<file path="src/rtl/pipe_ctrl_pkg.sv">
// Shared types and constants for the pipeline control slice:
// controller state, register-zero constant and the control bundle.
package pipe_ctrl_pkg;

    localparam int RA_W_DEFAULT = 5;
    localparam int REG_ZERO     = 0;

    typedef enum logic {
        RUN     = 1'b0,
        MD_WAIT = 1'b1
    } ctrl_state_t;

    typedef struct packed {
        logic pc_write;
        logic ifid_write;
        logic ifid_flush;
        logic idex_flush;
    } ctrl_t;

    localparam ctrl_t CTRL_NORMAL  = '{pc_write: 1'b1, ifid_write: 1'b1, ifid_flush: 1'b0, idex_flush: 1'b0};
    localparam ctrl_t CTRL_STALL   = '{pc_write: 1'b0, ifid_write: 1'b0, ifid_flush: 1'b0, idex_flush: 1'b1};
    localparam ctrl_t CTRL_BRFLUSH = '{pc_write: 1'b1, ifid_write: 1'b1, ifid_flush: 1'b1, idex_flush: 1'b1};
    localparam ctrl_t CTRL_JFLUSH  = '{pc_write: 1'b1, ifid_write: 1'b1, ifid_flush: 1'b1, idex_flush: 1'b0};
    localparam ctrl_t CTRL_RESET   = '{pc_write: 1'b0, ifid_write: 1'b0, ifid_flush: 1'b1, idex_flush: 1'b1};

endpackage

</file>
<file path="src/rtl/load_use_detect.sv">
// Combinational load-use detector: a load in EX writes a register that the
// instruction in ID reads. Register zero never creates a dependency.
module load_use_detect
    import pipe_ctrl_pkg::*;
#(
    parameter int RA_W = RA_W_DEFAULT
) (
    input  logic            i_idex_memread,
    input  logic [RA_W-1:0] i_idex_rt,
    input  logic [RA_W-1:0] i_ifid_rs,
    input  logic [RA_W-1:0] i_ifid_rt,
    input  logic            i_ifid_uses_rt,
    output logic            o_lu
);

    logic w_rs_match;
    logic w_rt_match;
    logic w_dst_nonzero;

    assign w_dst_nonzero = (i_idex_rt != RA_W'(REG_ZERO));
    assign w_rs_match    = (i_idex_rt == i_ifid_rs);
    assign w_rt_match    = i_ifid_uses_rt & (i_idex_rt == i_ifid_rt);
    assign o_lu          = i_idex_memread & w_dst_nonzero & (w_rs_match | w_rt_match);

endmodule

</file>
<file path="src/rtl/hazard_stall_ctrl.sv">
// Pipeline hazard controller: branch/jump flushes, load-use and mult/div stalls,
// plus a saturating count of cycles in which the PC was held.
module hazard_stall_ctrl
    import pipe_ctrl_pkg::*;
#(
    parameter int MD_CYCLES = 4,
    parameter int CNT_W     = 16,
    parameter int RA_W      = RA_W_DEFAULT
) (
    input  logic             Clk,
    input  logic             Rst,
    input  logic             IDEX_MemRead,
    input  logic [RA_W-1:0]  IDEX_Rt,
    input  logic [RA_W-1:0]  IFID_Rs,
    input  logic [RA_W-1:0]  IFID_Rt,
    input  logic             IFID_UsesRt,
    input  logic             ID_MulDiv,
    input  logic             ID_Jump,
    input  logic             EX_BranchTaken,
    output logic             PCWrite,
    output logic             IFID_Write,
    output logic             IFID_flush,
    output logic             IDEX_flush,
    output logic [CNT_W-1:0] Stall_count
);

    ctrl_state_t      r_state;
    ctrl_state_t      w_state_next;
    logic [7:0]       r_md_cnt;
    logic [7:0]       w_md_cnt_next;
    logic [CNT_W-1:0] r_stall_count;
    ctrl_t            w_ctrl;
    logic             w_lu;

    load_use_detect #(
        .RA_W (RA_W)
    ) u_load_use_detect (
        .i_idex_memread (IDEX_MemRead),
        .i_idex_rt      (IDEX_Rt),
        .i_ifid_rs      (IFID_Rs),
        .i_ifid_rt      (IFID_Rt),
        .i_ifid_uses_rt (IFID_UsesRt),
        .o_lu           (w_lu)
    );

    always_comb begin
        w_ctrl        = CTRL_NORMAL;
        w_state_next  = r_state;
        w_md_cnt_next = r_md_cnt;
        if (!Rst) begin
            w_ctrl = CTRL_RESET;
        end else begin
            unique case (r_state)
                RUN: begin
                    // The instruction in ID is wrong-path when a branch resolves taken.
                    if (EX_BranchTaken) begin
                        w_ctrl = CTRL_BRFLUSH;
                    end else if (w_lu) begin
                        w_ctrl = CTRL_STALL;
                    end else if (ID_MulDiv) begin
                        w_ctrl        = CTRL_STALL;
                        w_state_next  = MD_WAIT;
                        w_md_cnt_next = 8'(MD_CYCLES - 1);
                    end else if (ID_Jump) begin
                        w_ctrl = CTRL_JFLUSH;
                    end
                end
                MD_WAIT: begin
                    // Release cycle ignores ID so the held mult/div cannot retrigger.
                    if (r_md_cnt != 8'd0) begin
                        w_ctrl        = CTRL_STALL;
                        w_md_cnt_next = r_md_cnt - 8'd1;
                    end else begin
                        w_ctrl       = CTRL_NORMAL;
                        w_state_next = RUN;
                    end
                end
                default: begin
                    w_state_next = RUN;
                end
            endcase
        end
    end

    always_ff @(posedge Clk) begin
        if (!Rst) begin
            r_state       <= RUN;
            r_md_cnt      <= 8'd0;
            r_stall_count <= '0;
        end else begin
            r_state  <= w_state_next;
            r_md_cnt <= w_md_cnt_next;
            if (!w_ctrl.pc_write && (r_stall_count != {CNT_W{1'b1}})) begin
                r_stall_count <= r_stall_count + 1'b1;
            end
        end
    end

    assign PCWrite     = w_ctrl.pc_write;
    assign IFID_Write  = w_ctrl.ifid_write;
    assign IFID_flush  = w_ctrl.ifid_flush;
    assign IDEX_flush  = w_ctrl.idex_flush;
    assign Stall_count = r_stall_count;

endmodule

</file>
<file path="config.mk">
export PLATFORM = sky130hd
export DESIGN_NAME = hazard_stall_ctrl
export DESIGN_NICKNAME = d
export VERILOG_FILES = /design/src/rtl/pipe_ctrl_pkg.sv /design/src/rtl/load_use_detect.sv /design/src/rtl/hazard_stall_ctrl.sv
export SDC_FILE = /design/constraint.sdc
export NUM_CORES = 1
export LEC_CHECK = 0
export BUFFER_PORTS_ARGS = -buffer_cell sky130_fd_sc_hd__buf_2
export CORE_MARGIN = 2
export CORE_UTILIZATION = 46
export CTS_CLUSTER_DIAMETER = 60
export CTS_CLUSTER_SIZE = 24
export DETAILED_ROUTE_END_ITERATION = 16
export PLACE_DENSITY = 0.75
export RECOVER_POWER = 100
export SLEW_MARGIN = 20
export SYNTH_ARGS = -nofsm -noshare
export SYNTH_HDL_FRONTEND = slang
export SYNTH_SLANG_ARGS = --single-unit
</file>
<file path="constraint.sdc">
create_clock -name Clk -period 2.2 [get_ports Clk]
set_input_delay 0.11 -clock Clk [delete_from_list [all_inputs] [get_ports Clk]]
set_output_delay 0.11 -clock Clk [all_outputs]
set_load 0.03 [all_outputs]
</file>
==> flow_summary.ini <==
[status]
status = completed

[final_layout]
insertedDiodeCount = 0
layout_common_cells = buf_2, dfxtp_1, a21oi_1, clkbuf_1, nor2_1
area_growth_pct = 26.5
fillerInstances = 318
layout_commonest_cell = buf_2
fin_nets = 254
drive_above_1_share = 0.279

[pwr]
ir_drop_uv = 267
clockPowerShare = 0.190
comb_power_share = 0.332
p_switching_mw = 0.364
p_int_mw = 0.718
power_mw = 1.08
power_density_nw_per_um2 = 576
seqPwrFrac = 0.478
power_leakage_nw = 0.653
switching_share = 0.336

[synth]
syn_nets = 202
synth-seq-cells = 25
synth_top_family_by_area = simple AND/OR/NAND/NOR gates
yosys_most_used_dff = dfxtp_1
synth_area_um2 = 1480
muxShareOfSynthArea = 0.00675
synth_cells = 178
synthAdderAreaFrac = 0.0169
synth_compound_area_frac = 0.243
yosysWarningCount = 0
async_flop_share = 0
synth-simple-area-share = 0.274
ys_seq_area_frac = 0.337
synthXorXnorAreaFrac = 0.0767
syn_avg_cell_area_um2 = 8.34
synth-edff-count = 0
synth_cell_types = 49

[placement]
portBuffers = 41
place.detailed.hpwl_um = 2530
gp_congestion = 0.839

[drt]
drt-initial-drc-count = 60
routed_wl_um = 3540
drt_pass1_iterations = 4
wl_per_cell_um = 13.0
drc = 0
vias = 1515
vias_per_cell = 5.55
postRouteAntennaNets = 0

[global_routing]
grt_pass1_vias = 1360
antenna_found_initial = 0
grt_overflow = 0
grt_use_total = 0.207
grt_max_degree = 23
grt_pass1_wl_um = 5870

[setup_path]
cp_max_fo = 5
cp-end-kind = primary output
required_ns = 2.09
worstSetupPathType = reg -> out
crit_arrival_ns = 2.03
crit_path_start_kind = register

[sta]
drv_slew = 0
fin_hold_ws_ns = 0.0808
hold_viol = 0
grt_setup_unrepaired = true
finClkSkew_ns = 0.00868
slew-limit-headroom = 0.719
fin_crit_sh = 0.974
tightest_slew_ns = 0.418
final-setup-viol-count = 0
finalCriticalPeriod_ns = 2.14
fmax_mhz = 466

[die]
start_util = 0.486
coreArea_um2 = 3050
rows = 20
die_area_um2 = 3700
die-width_um = 60.8
fp.dieH_um = 60.8
pin_count = 42

[clock_tree]
cts_buffers = 3
clk_latency_ns = 0.31
clkTransAtPathRegs_ns = 0.14
clockBufferDepth = 2
root_buffer = clkbuf_4
cts_tree = done
cts_sinks = 25
cts_hold_buf = 0
h-tree-depth = 1

[flow_run]
maxCapViolCount = 0

[min_path]
min_path_type = in -> reg
per-layer routing:
metal | share of wire | GRT usage | vias up
met1 | 0.48 | 0.287 | 705
met2 | 0.47 | 0.344 | 42
met3 | 0.047 | 0.0277 | 2
li1 | - | - | 766
met5 | 0 | 0 | -
met4 | 0.0059 | 0.0466 | 0
path summary, 6_finish.rpt:
check | from | to | slack, ns | cells after the start
setup / recovery | r_md_cnt[1] | IFID_Write | 0.06 | 7
setup reg to reg | r_md_cnt[1] | r_md_cnt[6] | 0.08 | 8
hold / removal | Rst | Stall_count[8] | 0.08 | 2
hold reg to reg | Stall_count[5] | Stall_count[5] | 0.50 | 2
critical path, cell delays in order, from the launching register on:
cell     delay (ns)
dfxtp_1        0.35
inv_2          0.07
ha_4           0.13
or3b_4         0.40
o31ai_4        0.28
nand3_2        0.13
a21oi_4        0.21
buf_6          0.16
metrics by stage:
stage | setup TNS (ns) | worst slack [ns] | area, µm² | utilization | std cells
3_3_place_gp | 0 | 0.110 | 1790 | 0.586 | 265
4_1_cts | 0 | 0.0453 | 1840 | 0.602 | 269
6_report | 0 | 0.0564 | 1880 | 0.615 | 273
2_1_floorplan | -0.0123 | -0.0123 | 1490 | - | 178
5_1_grt | -0.376 | -0.0531 | 1880 | 0.615 | 273
3_5_place_dp | 0 | 0.0738 | 1790 | 0.586 | 265
what timing repair did:
action                     CTS  global route
resized for setup            5            10
pin swaps                    1             4
setup buffers                0             4
setup endpoints to repair    2            10
cell type report:
type | count | area (µm²) | area share
tap | 44 | 55.1 | 0.0293
clock buffer | 4 | 26.3 | 0.0140
multi-input combinational | 139 | 957 | 0.510
timing repair buffer | 53 | 300 | 0.160
inverter | 8 | 30.0 | 0.0160
sequential | 25 | 508 | 0.271
flip-flops by register name, indices dropped and copies added, names as in the netlist:
name         count
r_state          1
Stall_count     16
r_md_cnt         8
synthesized netlist by cell type, types with 3 or more instances:
library cell / n / share of area
xnor2_1: 12 / 0.071
nand4_1: 3 / 0.013
clkbuf_1: 3 / 0.0076
a21oi_1: 19 / 0.064
nand2b_1: 3 / 0.013
o31ai_1: 5 / 0.025
nand3_1: 10 / 0.034
inv_1: 7 / 0.018
and3_1: 3 / 0.013
a211oi_1: 4 / 0.020
or4_1: 4 / 0.020
or3_1: 11 / 0.046
o21ai_1: 7 / 0.024
nand2_1: 7 / 0.018
o41ai_1: 3 / 0.018
nor2_1: 13 / 0.033
dfxtp_1: 25 / 0.34
cell families (layout without fill, tap and decap cells):
logic type               Yosys count  in the layout
AO/OA/AOI/OAI                     53             53
XOR/XNOR                          13             13
adder cells (fa/ha/maj)            2              2
buffers and inverters             14             65
flip-flops                        25             25
multiplexers                       1              1
AND/OR/NAND/NOR                   70             70
power by group through the flow:
stage / combinational [mW] / sequential [mW] / clock [mW]
floorplan: 0.213 / 0.531 / 0
global placement: 0.305 / 0.523 / 0
detailed placement: 0.309 / 0.522 / 0
CTS: 0.329 / 0.515 / 0.215
global route: 0.392 / 0.523 / 0.239
finish: 0.359 / 0.517 / 0.205
No activity file was read; power rests on OpenSTA's default activity.
